**src/rtl/fifo_stream_pkg.sv**
```systemverilog
// Shared definitions for stages that sit directly downstream of the synchronous FIFO.
// Holds the downsizer state encoding and the width/slice helpers.
package fifo_stream_pkg;

    typedef enum logic {
        IDLE  = 1'b0,
        SHIFT = 1'b1
    } state_e;

    function automatic int ratio(input int data_width, input int out_width);
        return data_width / out_width;
    endfunction

    // Maps the beat number within a word to the slice index inside that word.
    function automatic int slice_index(input int beat, input int n_slices, input logic msb_first);
        return msb_first ? (n_slices - 1 - beat) : beat;
    endfunction

endpackage

```
**src/rtl/fifo_stream_downsizer.sv**
```systemverilog
// Serialises FIFO words into RATIO narrow beats with valid/ready on both sides,
// grouping words into bursts of programmable length flagged by o_last.
module fifo_stream_downsizer
    import fifo_stream_pkg::*;
#(
    parameter int DATA_WIDTH = 32,
    parameter int OUT_WIDTH  = 8,
    parameter int WIDTH      = 8
) (
    input  logic                  i_clk,
    input  logic                  i_rst,
    input  logic                  i_valid_s,
    output logic                  o_ready_s,
    input  logic [DATA_WIDTH-1:0] i_datain,
    input  logic                  i_msb_first,
    input  logic [WIDTH-1:0]      i_burst_len,
    output logic                  o_valid_m,
    input  logic                  i_ready_m,
    output logic [OUT_WIDTH-1:0]  o_dataout,
    output logic                  o_last,
    output logic                  o_busy
);

    localparam int RATIO = ratio(DATA_WIDTH, OUT_WIDTH);
    localparam int BW    = (RATIO > 1) ? $clog2(RATIO) : 1;
    localparam logic [BW-1:0] LAST_BEAT = BW'(RATIO - 1);

    if ((DATA_WIDTH % OUT_WIDTH) != 0 || RATIO < 2) begin : g_bad_ratio
        $error("fifo_stream_downsizer: DATA_WIDTH must be a multiple of OUT_WIDTH with RATIO >= 2");
    end

    state_e                state, state_nx;
    logic [BW-1:0]         beat_cnt;
    logic [DATA_WIDTH-1:0] word_p1;
    logic                  msb_first_p1;
    logic                  last_p1;
    logic [WIDTH-1:0]      word_cnt;
    logic [WIDTH-1:0]      len_p1;
    logic [WIDTH-1:0]      len_eff;
    logic                  word_is_last;
    logic                  word_xfer;
    logic                  beat_xfer;
    logic                  on_last_beat;
    logic [BW-1:0]         sel;
    logic [OUT_WIDTH-1:0]  slices [RATIO];

    assign on_last_beat = (state == SHIFT) && (beat_cnt == LAST_BEAT);

    // Ready is combinational from the consumer so a new word loads on the last beat with no bubble.
    assign o_ready_s = !i_rst && ((state == IDLE) || (on_last_beat && i_ready_m));
    assign o_valid_m = (state == SHIFT);
    assign word_xfer = i_valid_s && o_ready_s;
    assign beat_xfer = o_valid_m && i_ready_m;

    // Burst length is sampled only on the first word of a burst; later changes wait for the next burst.
    assign len_eff      = (word_cnt == '0) ? i_burst_len : len_p1;
    assign word_is_last = (len_eff != '0) && (word_cnt == len_eff - WIDTH'(1));

    always_ff @(posedge i_clk or posedge i_rst) begin
        if (i_rst) begin
            state <= IDLE;
        end else begin
            state <= state_nx;
        end
    end

    always_comb begin
        state_nx = state;
        case (state)
            IDLE:    if (word_xfer) state_nx = SHIFT;
            SHIFT:   if (beat_xfer && beat_cnt == LAST_BEAT && !word_xfer) state_nx = IDLE;
            default: state_nx = IDLE;
        endcase
    end

    // Word capture / beat advance stage
    always_ff @(posedge i_clk or posedge i_rst) begin
        if (i_rst) begin
            beat_cnt     <= '0;
            word_p1      <= '0;
            msb_first_p1 <= 1'b0;
            last_p1      <= 1'b0;
            word_cnt     <= '0;
            len_p1       <= '0;
        end else begin
            if (word_xfer) begin
                beat_cnt     <= '0;
                word_p1      <= i_datain;
                msb_first_p1 <= i_msb_first;
                last_p1      <= word_is_last;
                if (word_cnt == '0) begin
                    len_p1 <= i_burst_len;
                end
                if (len_eff == '0 || word_is_last) begin
                    word_cnt <= '0;
                end else begin
                    word_cnt <= word_cnt + WIDTH'(1);
                end
            end else if (beat_xfer) begin
                beat_cnt <= beat_cnt + BW'(1);
            end
        end
    end

    for (genvar i = 0; i < RATIO; i++) begin : g_slices
        assign slices[i] = word_p1[i*OUT_WIDTH +: OUT_WIDTH];
    end

    assign sel       = BW'(slice_index(int'(beat_cnt), RATIO, msb_first_p1));
    assign o_dataout = slices[sel];
    assign o_last    = on_last_beat && last_p1;
    assign o_busy    = (state == SHIFT) || (word_cnt != '0);

endmodule
```
**config.mk**
```make
export PLATFORM = sky130hd
export DESIGN_NAME = fifo_stream_downsizer
export DESIGN_NICKNAME = d
export VERILOG_FILES = /design/src/rtl/fifo_stream_pkg.sv /design/src/rtl/fifo_stream_downsizer.sv
export SDC_FILE = /design/constraint.sdc
export NUM_CORES = 1
export LEC_CHECK = 0
export BUFFER_PORTS_ARGS = -buffer_cell sky130_fd_sc_hd__buf_2
export CORE_AREA = 2 2 94 96
export DETAILED_ROUTE_END_ITERATION = 16
export DIE_AREA = 0 0 96 98
export GPL_TIMING_DRIVEN = 0
export PLACE_DENSITY_LB_ADDON = 0.3
export SETUP_SLACK_MARGIN = 0.2
export SYNTH_ARGS = -nofsm -noshare
export SYNTH_HDL_FRONTEND = slang
export SYNTH_SLANG_ARGS = --single-unit
```
**constraint.sdc**
```tcl
create_clock -name i_clk -period 3.55 [get_ports i_clk]
set_clock_uncertainty 0.05 [all_clocks]
set_input_delay 0.71 -clock i_clk [delete_from_list [all_inputs] [get_ports i_clk]]
set_output_delay 0.71 -clock i_clk [all_outputs]
set_load 0.03 [all_outputs]
```
==> results by group, run 1 <==
Outcome
  – Run status: finished clean

Timing
  – RSZ-0062 raised after global routing: false
  – Final Slew Violations: 0
  – Tcrit/Tclk final: 91.5%
  – Clock period minus worst slack: 3.25 ns
  – Worst Max-Slew Pin Slew: 0.933 ns
  – Worst hold slack: 0.291 ns
  – Rel. slew slack: 37.6%
  – F_max: 0.308 GHz
  – Hold Fails Final Rpt: 0
  – Setup total negative slack: 0 ns
  – Final setup fails: 0

Clock tree
  – Longest Clk Path Bufs: 2
  – Hold_buf cts: 0
  – Reg clk slew, reported paths: 0.09 ns
  – CTS H-tree lvls: 2
  – Total CTS buffers: 5
  – CTS tree: built
  – Clk root buf: clkbuf_8
  – Clock Sinks: 53
  – Clock latency on the worst-skew pair: 0.31 ns

Power and ir drop
  – Max VDD drop: 0.359 mV
  – Combinational share of power: 55.3%
  – Total power: 3.11 mW
  – Sequential share of power: 33.7%
  – Leakage: 1.67 nW
  – Clock power frac: 11.0%
  – Power Density: 898 nW/um2
  – Sw Ratio: 43.9%
  – Int Power: 1.75 mW
  – Sw Pwr: 1.36 mW

Logic synthesis
  – Synth area leaders: dfrtp_1 47%, nand2_1 14%, mux4_2 6.3%
  – Sequential area share after synthesis: 46.5%
  – Unique masters post-synth: 39
  – Yosys warns: 0
  – Mapped Cells: 307
  – Synth Area per Inst: 9.28 um2
  – Top cell type's share of synthesized area: 46.5%
  – Cell taking the most area after synthesis: dfrtp_1
  – Synthesized area: 2850 um2
  – Mapped Nets: 356
  – #FFs+latches synth: 53

Critical path
  – Data arrival, critical path: 3.38 ns
  – Critical Path Sink Type: flip-flop
  – CP max-delay cell: or4b_4
  – Buf/Inv on CP: 3
  – Crit path largest cell delay: 0.46 ns
  – Worst setup SP type: flip-flop
  – Crit path kind: flip-flop to flip-flop
  – R2R Setup Slk: 0.30 ns
  – CP dominant cell by count: buf_6
  – CP required: 3.68 ns
  – Critical path, cell by cell: inv_2 -> ha_1 -> or4b_4 -> buf_6 -> nor2_4 -> mux2i_4 -> ha_2 -> xnor2_1 -> a211o_1 -> and4b_1 -> and3_1 -> buf_6 -> nor3_1
  – Top Family by Delay on Critical Path: simple AND/OR/NAND/NOR gates
  – CP max FO: 8

Layout
  – Syn-to-layout area delta: 21.5%
  – Layout cells sized above 1: 26.1%
  – Leading cell types in the layout, fill and taps excluded: 108 x nand2_1, 56 x buf_2, 53 x dfrtp_1
  – Nets: 427
  – Commonest non-fill, non-tap cell in the layout: nand2_1
  – Number of diodes: 0

Min path
  – Worst hold path class: input port to asynchronous set/reset pin

Drt
  – Vias per cell: 4.89
  – DRC: 0
  – Final WL: 6880 um
  – DRT iter0 DRCs: 169
  – Antenna Nets Post-Route: 0
  – Via count: 2383
  – Avg WL per Cell: 14.1 um
  – 1st-pass router iterations: 4

Place
  – Placer Congestion: 0.805
  – DP Wirelength: 5060 um
  – PortBufs: 56

Global routing
  – Vias in the first global route: 2371
  – Overflow after GRT: 0
  – Total track usage: 15.8%
  – Initial antenna violation count: 0
  – Largest net degree at the start of global routing: 43
  – First-pass GRT wire length: 11700 um

Die
  – Die Footprint: 9410 um2
  – Ports: 57
  – Starting density of the core: 33.7%
  – Die Ht: 98 um
  – Chip Width: 96 um
  – Num rows: 34
  – Core area: 8470 um2

Run
  – Max-Cap Viols: 0
flip-flops by register name, indices dropped and copies added (netlist names):
| register | flops |
|---|---|
| beat_cnt | 2 |
| last_p1 | 1 |
| len_p1 | 8 |
| msb_first_p1 | 1 |
| o_valid_m | 1 |
| word_cnt | 8 |
| word_p1 | 32 |
worst paths after layout:
kind | to | start | cells past startpoint
setup / recovery | word_cnt[3] | word_cnt[0] | 13
min in group i_clk | word_p1[13] | word_p1[13] | 2
hold / removal | len_p1[6] | i_rst | 2
setup reg to reg | word_cnt[3] | word_cnt[0] | 13
max in group asynchronous | word_cnt[1] | i_rst | 3
hold reg to reg | word_p1[13] | word_p1[13] | 2
metrics by stage:
step                instances  worst slack, ns  utilization, %  area, um2
floorplan                 307            0.406               -       2850
global placement          471           0.0694            38.6       3270
detailed placement        472           0.0463            38.8       3290
CTS                       480            0.214            40.1       3390
global route              487            0.172            40.9       3460
finish                    487            0.300            40.9       3460
metal layers:
layer  vias to the layer above  GRT usage, %  wire length, um
li1                       1188             -                -
met1                      1134          23.0             3180
met2                        48          23.7             3280
met3                        13          2.55              278
met4                         0          5.71              146
met5                         -             0                0
cell families after synthesis:
kind of cell / after synthesis / synth area share [%]
simple gates: 166 / 26.2
mux: 19 / 10.4
fa+ha+maj: 4 / 1.76
xor+xnor: 18 / 5.53
flops: 53 / 46.5
buf+inv: 21 / 3.69
compound gates: 26 / 5.88
power groups by stage:
stage | combinational, mW | clock, mW | sequential [mW]
3_5_place_dp | 1.64 | 0 | 1.06
4_1_cts | 1.66 | 0.356 | 1.05
6_report | 1.72 | 0.342 | 1.05
3_3_place_gp | 1.61 | 0 | 1.05
5_1_grt | 1.90 | 0.377 | 1.09
2_1_floorplan | 1.27 | 0 | 1.01
cell type report:
cell class / instances / area, um2
buffer: 14 / 78.8
timing repair buffer: 64 / 353
fill: 824 / 5000
clock buffer: 6 / 72.6
multi-input combinational: 233 / 1460
inverter: 7 / 26.3
tap: 108 / 135
sequential: 53 / 1330
clock inverter: 2 / 15.0
what timing repair did:
| action | CTS | global route |
|---|---|---|
| setup buffers | 0 | 7 |
| gates resized for setup | 4 | 4 |
| endpoints found under the setup margin | 14 | 8 |
| pin swaps | 0 | 2 |
synth_stat cells:
cell type,instances
a31o_1,2
ha_1,4
inv_1,7
nand2_1,108
mux2i_1,6
a21boi_0,2
mux2_2,5
or3_1,3
a21o_1,1
nor2_2,1
o31ai_1,2
nor2_1,12
a211o_1,1
buf_6,3
o21ai_1,1
and3_1,4
nor3_1,12
a31oi_1,2
mux4_2,8
xnor2_1,11
and2_1,3
clkbuf_1,10
nor4b_2,1
dfrtp_1,53
nand4_1,3
and4b_1,1
buf_4,1
nor4_2,1
o21ai_0,7
xor2_1,7
a311oi_1,1
nand3_1,6
or4_1,4
nor4_1,5
or4b_4,1
a32o_1,1
a211oi_1,1
a21oi_1,5
nand2b_1,1
Power figures use the tool's default switching activity.
==> run 2: changes to the inputs <==
--- a/config.mk
+++ b/config.mk
@@ -6,9 +6,9 @@
 export NUM_CORES = 1
 export LEC_CHECK = 0
 export BUFFER_PORTS_ARGS = -buffer_cell sky130_fd_sc_hd__buf_2
-export CORE_AREA = 2 2 94 96
+export CORE_AREA = 2 2 88 90
 export DETAILED_ROUTE_END_ITERATION = 16
-export DIE_AREA = 0 0 96 98
+export DIE_AREA = 0 0 90 92
 export GPL_TIMING_DRIVEN = 0
 export PLACE_DENSITY_LB_ADDON = 0.3
 export SETUP_SLACK_MARGIN = 0.2
==> run 2 against run 1 <==
  * Sequential cell count unchanged
  * Cell area is 0.29% lower
  * Critical path depth is the same
  * Sequential share of layout area up 0.15 points
  * Combinational power about the same
  * Maximum frequency grew 1.7%
  * Non-clock buffer count down 3
  * Global-route usage increased by 1.2 points
  * Worst setup slack better by 0.055 ns
  * Sequential power hardly changed
  * Hold slack improved by 0.0015 ns
  * Critical endpoint unchanged
  * Largest cell class unchanged
  * Highest routed layer unchanged
==> results by group, run 2 (same netlist as run 1, synthesis figures left out) <==
Place
  – DP Wirelength: 4990 um (-1.5%)
  – PortBufs: 56 (unchanged)
  – Placer Congestion: 0.805 (about the same)

Power and ir drop
  – Sw Pwr: 1.38 mW (+0.82%)
  – Sequential share of power: 33.7% (about the same)
  – Clock power frac: 11.4% (+0.4 points)
  – Combinational share of power: 54.9% (-0.4 points)
  – Max VDD drop: 0.380 mV (+5.8%)
  – Int Power: 1.75 mW (about the same)
  – Sw Ratio: 44.1% (+0.20 points)
  – Leakage: 1.67 nW (-0.36%)
  – Power Density: 904 nW/um2 (+0.65%)

Timing
  – Tcrit/Tclk final: 90.0% (-1.5 points)
  – Setup total negative slack: 0 ns (unchanged)
  – Hold Fails Final Rpt: 0 (unchanged)
  – Worst hold slack: 0.293 ns (+0.00155 ns)
  – Final setup fails: 0 (unchanged)
  – Worst Max-Slew Pin Slew: 0.884 ns (-0.0490 ns)
  – RSZ-0062 raised after global routing: false
  – Clock period minus worst slack: 3.20 ns (-0.0548 ns)
  – Rel. slew slack: 40.9% (+3.3 points)
  – Final Slew Violations: 0 (unchanged)
  – F_max: 0.313 GHz (+1.7%)

Global routing
  – Initial antenna violation count: 0 (unchanged)
  – First-pass GRT wire length: 11400 um (-2.2%)
  – Largest net degree at the start of global routing: 43 (unchanged)
  – Vias in the first global route: 2361 (-0.42%)
  – Overflow after GRT: 0 (unchanged)
  – Total track usage: 17.0% (+1.2 points)

Die
  – Core area: 7450 um2 (-12%)
  – Starting density of the core: 38.3% (+4.6 points)
  – Ports: 57 (unchanged)
  – Die Ht: 92 um (-6.1%)
  – Num rows: 32 (-5.9%)
  – Die Footprint: 8280 um2 (-12%)
  – Chip Width: 90 um (-6.3%)

Clock tree
  – Total CTS buffers: 5 (unchanged)
  – Hold_buf cts: 0 (unchanged)
  – Clock latency on the worst-skew pair: 0.31 ns (about the same)
  – CTS tree: built
  – Longest Clk Path Bufs: 2 (unchanged)
  – Clk root buf: clkbuf_8
  – CTS H-tree lvls: 2 (unchanged)
  – Clock Sinks: 53 (unchanged)
  – Reg clk slew, reported paths: 0.10 ns (about the same)

Critical path
  – Crit path kind: flip-flop to flip-flop
  – Critical Path Sink Type: flip-flop
  – Worst setup SP type: flip-flop
  – CP max FO: 8 (unchanged)
  – Data arrival, critical path: 3.32 ns (-0.06 ns)
  – CP required: 3.67 ns (about the same)

Outcome
  – Run status: finished clean

Drt
  – Vias per cell: 4.97 (+1.5%)
  – 1st-pass router iterations: 4 (unchanged)
  – Antenna Nets Post-Route: 0 (unchanged)
  – DRC: 0 (unchanged)
  – Via count: 2374 (-0.38%)
  – DRT iter0 DRCs: 118 (-30%)
  – Final WL: 6810 um (-1.1%)
  – Avg WL per Cell: 14.2 um (+0.74%)

Layout
  – Nets: 424 (-0.70%)
  – Leading cell types in the layout, fill and taps excluded: 108 x nand2_1, 56 x buf_2, 52 x dfrtp_1
  – Largest register FFs: 32 (unchanged)
  – Syn-to-layout area delta: 21.1%
  – Biggest register: word_p1
  – Commonest non-fill, non-tap cell in the layout: nand2_1
  – Number of diodes: 0 (unchanged)
  – Largest regs: word_p1: 32 flops, len_p1: 8 flops, word_cnt: 8 flops
  – Layout cells sized above 1: 26.6% (+0.47 points)

Min path
  – Worst hold path class: input port to asynchronous set/reset pin

Run
  – Max-Cap Viols: 0 (unchanged)
-- run 2: layer usage --
layer	vias up	GRT usage (%)	routed length (um)
li1	1176	-	-
met1	1141	23.2	3150
met2	53	28.9	3350
met3	4	2.22	233
met4	0	4.23	65
met5	-	0	0
-- run 2: final cells by class --
| class | instances | area (um2) |
|---|---|---|
| Buffer | 14 | 78.8 |
| Clock buffer | 5 | 68.8 |
| Clock inverter | 3 | 22.5 |
| Fill cell | 757 | 4000 |
| Inverter | 7 | 26.3 |
| Multi-Input combinational cell | 233 | 1470 |
| Sequential cell | 53 | 1330 |
| Tap cell | 102 | 128 |
| Timing Repair Buffer | 61 | 330 |
-- run 2: repair_timing --
item | 4_1_cts | 5_1_grt
endpoints found under the setup margin | 8 | 16
gates resized for setup | 3 | 9
setup buffers | 0 | 4
endpoints found under the hold margin | 0 | 0
pin swaps | 0 | 2
-- run 2: through the flow --
stage               instances  util [%]  power [mW]  setup WS, ns  instance area, um2
global route              478      46.4        3.36         0.212                3450
CTS                       474      45.4        3.05         0.207                3380
global placement          465      43.8        2.64         0.102                3260
floorplan                 307         -        2.28         0.406                2850
detailed placement        466      44.0        2.68         0.109                3280
finish                    478      46.4        3.12         0.355                3450
-- run 2: critical path, cell delays in order, from the launching register on --
cell,delay [ns]
dfrtp_2,0.43
inv_2,0.08
ha_1,0.15
or4b_4,0.46
buf_6,0.16
nor2_4,0.18
mux2i_2,0.32
ha_4,0.24
xnor2_1,0.11
a211o_1,0.22
and4b_1,0.30
and3_4,0.19
buf_6,0.11
nor3_1,0.05
-- run 2: worst paths after layout --
check | startpoint | end | slack (ns) | cells past startpoint
worst max-delay path | word_cnt[0] | word_cnt[3] | 0.35 | 13
worst min-delay path | i_rst | len_p1[5] | 0.29 | 2
worst max register to register | word_cnt[0] | word_cnt[3] | 0.35 | 13
worst min register to register | word_p1[13] | word_p1[13] | 0.43 | 2
max in group asynchronous | i_rst | word_cnt[0] | 2.64 | 3
min in group i_clk | word_p1[13] | word_p1[13] | 0.43 | 2
-- run 2: power groups by stage --
stage | Sequential (mW) | Clock (mW) | Combinational, mW
final | 1.05 | 0.354 | 1.71
after CTS | 1.05 | 0.357 | 1.65
after floorplan | 1.01 | 0 | 1.27
after global placement | 1.05 | 0 | 1.60
after detailed placement | 1.06 | 0 | 1.63
after global routing | 1.09 | 0.377 | 1.89
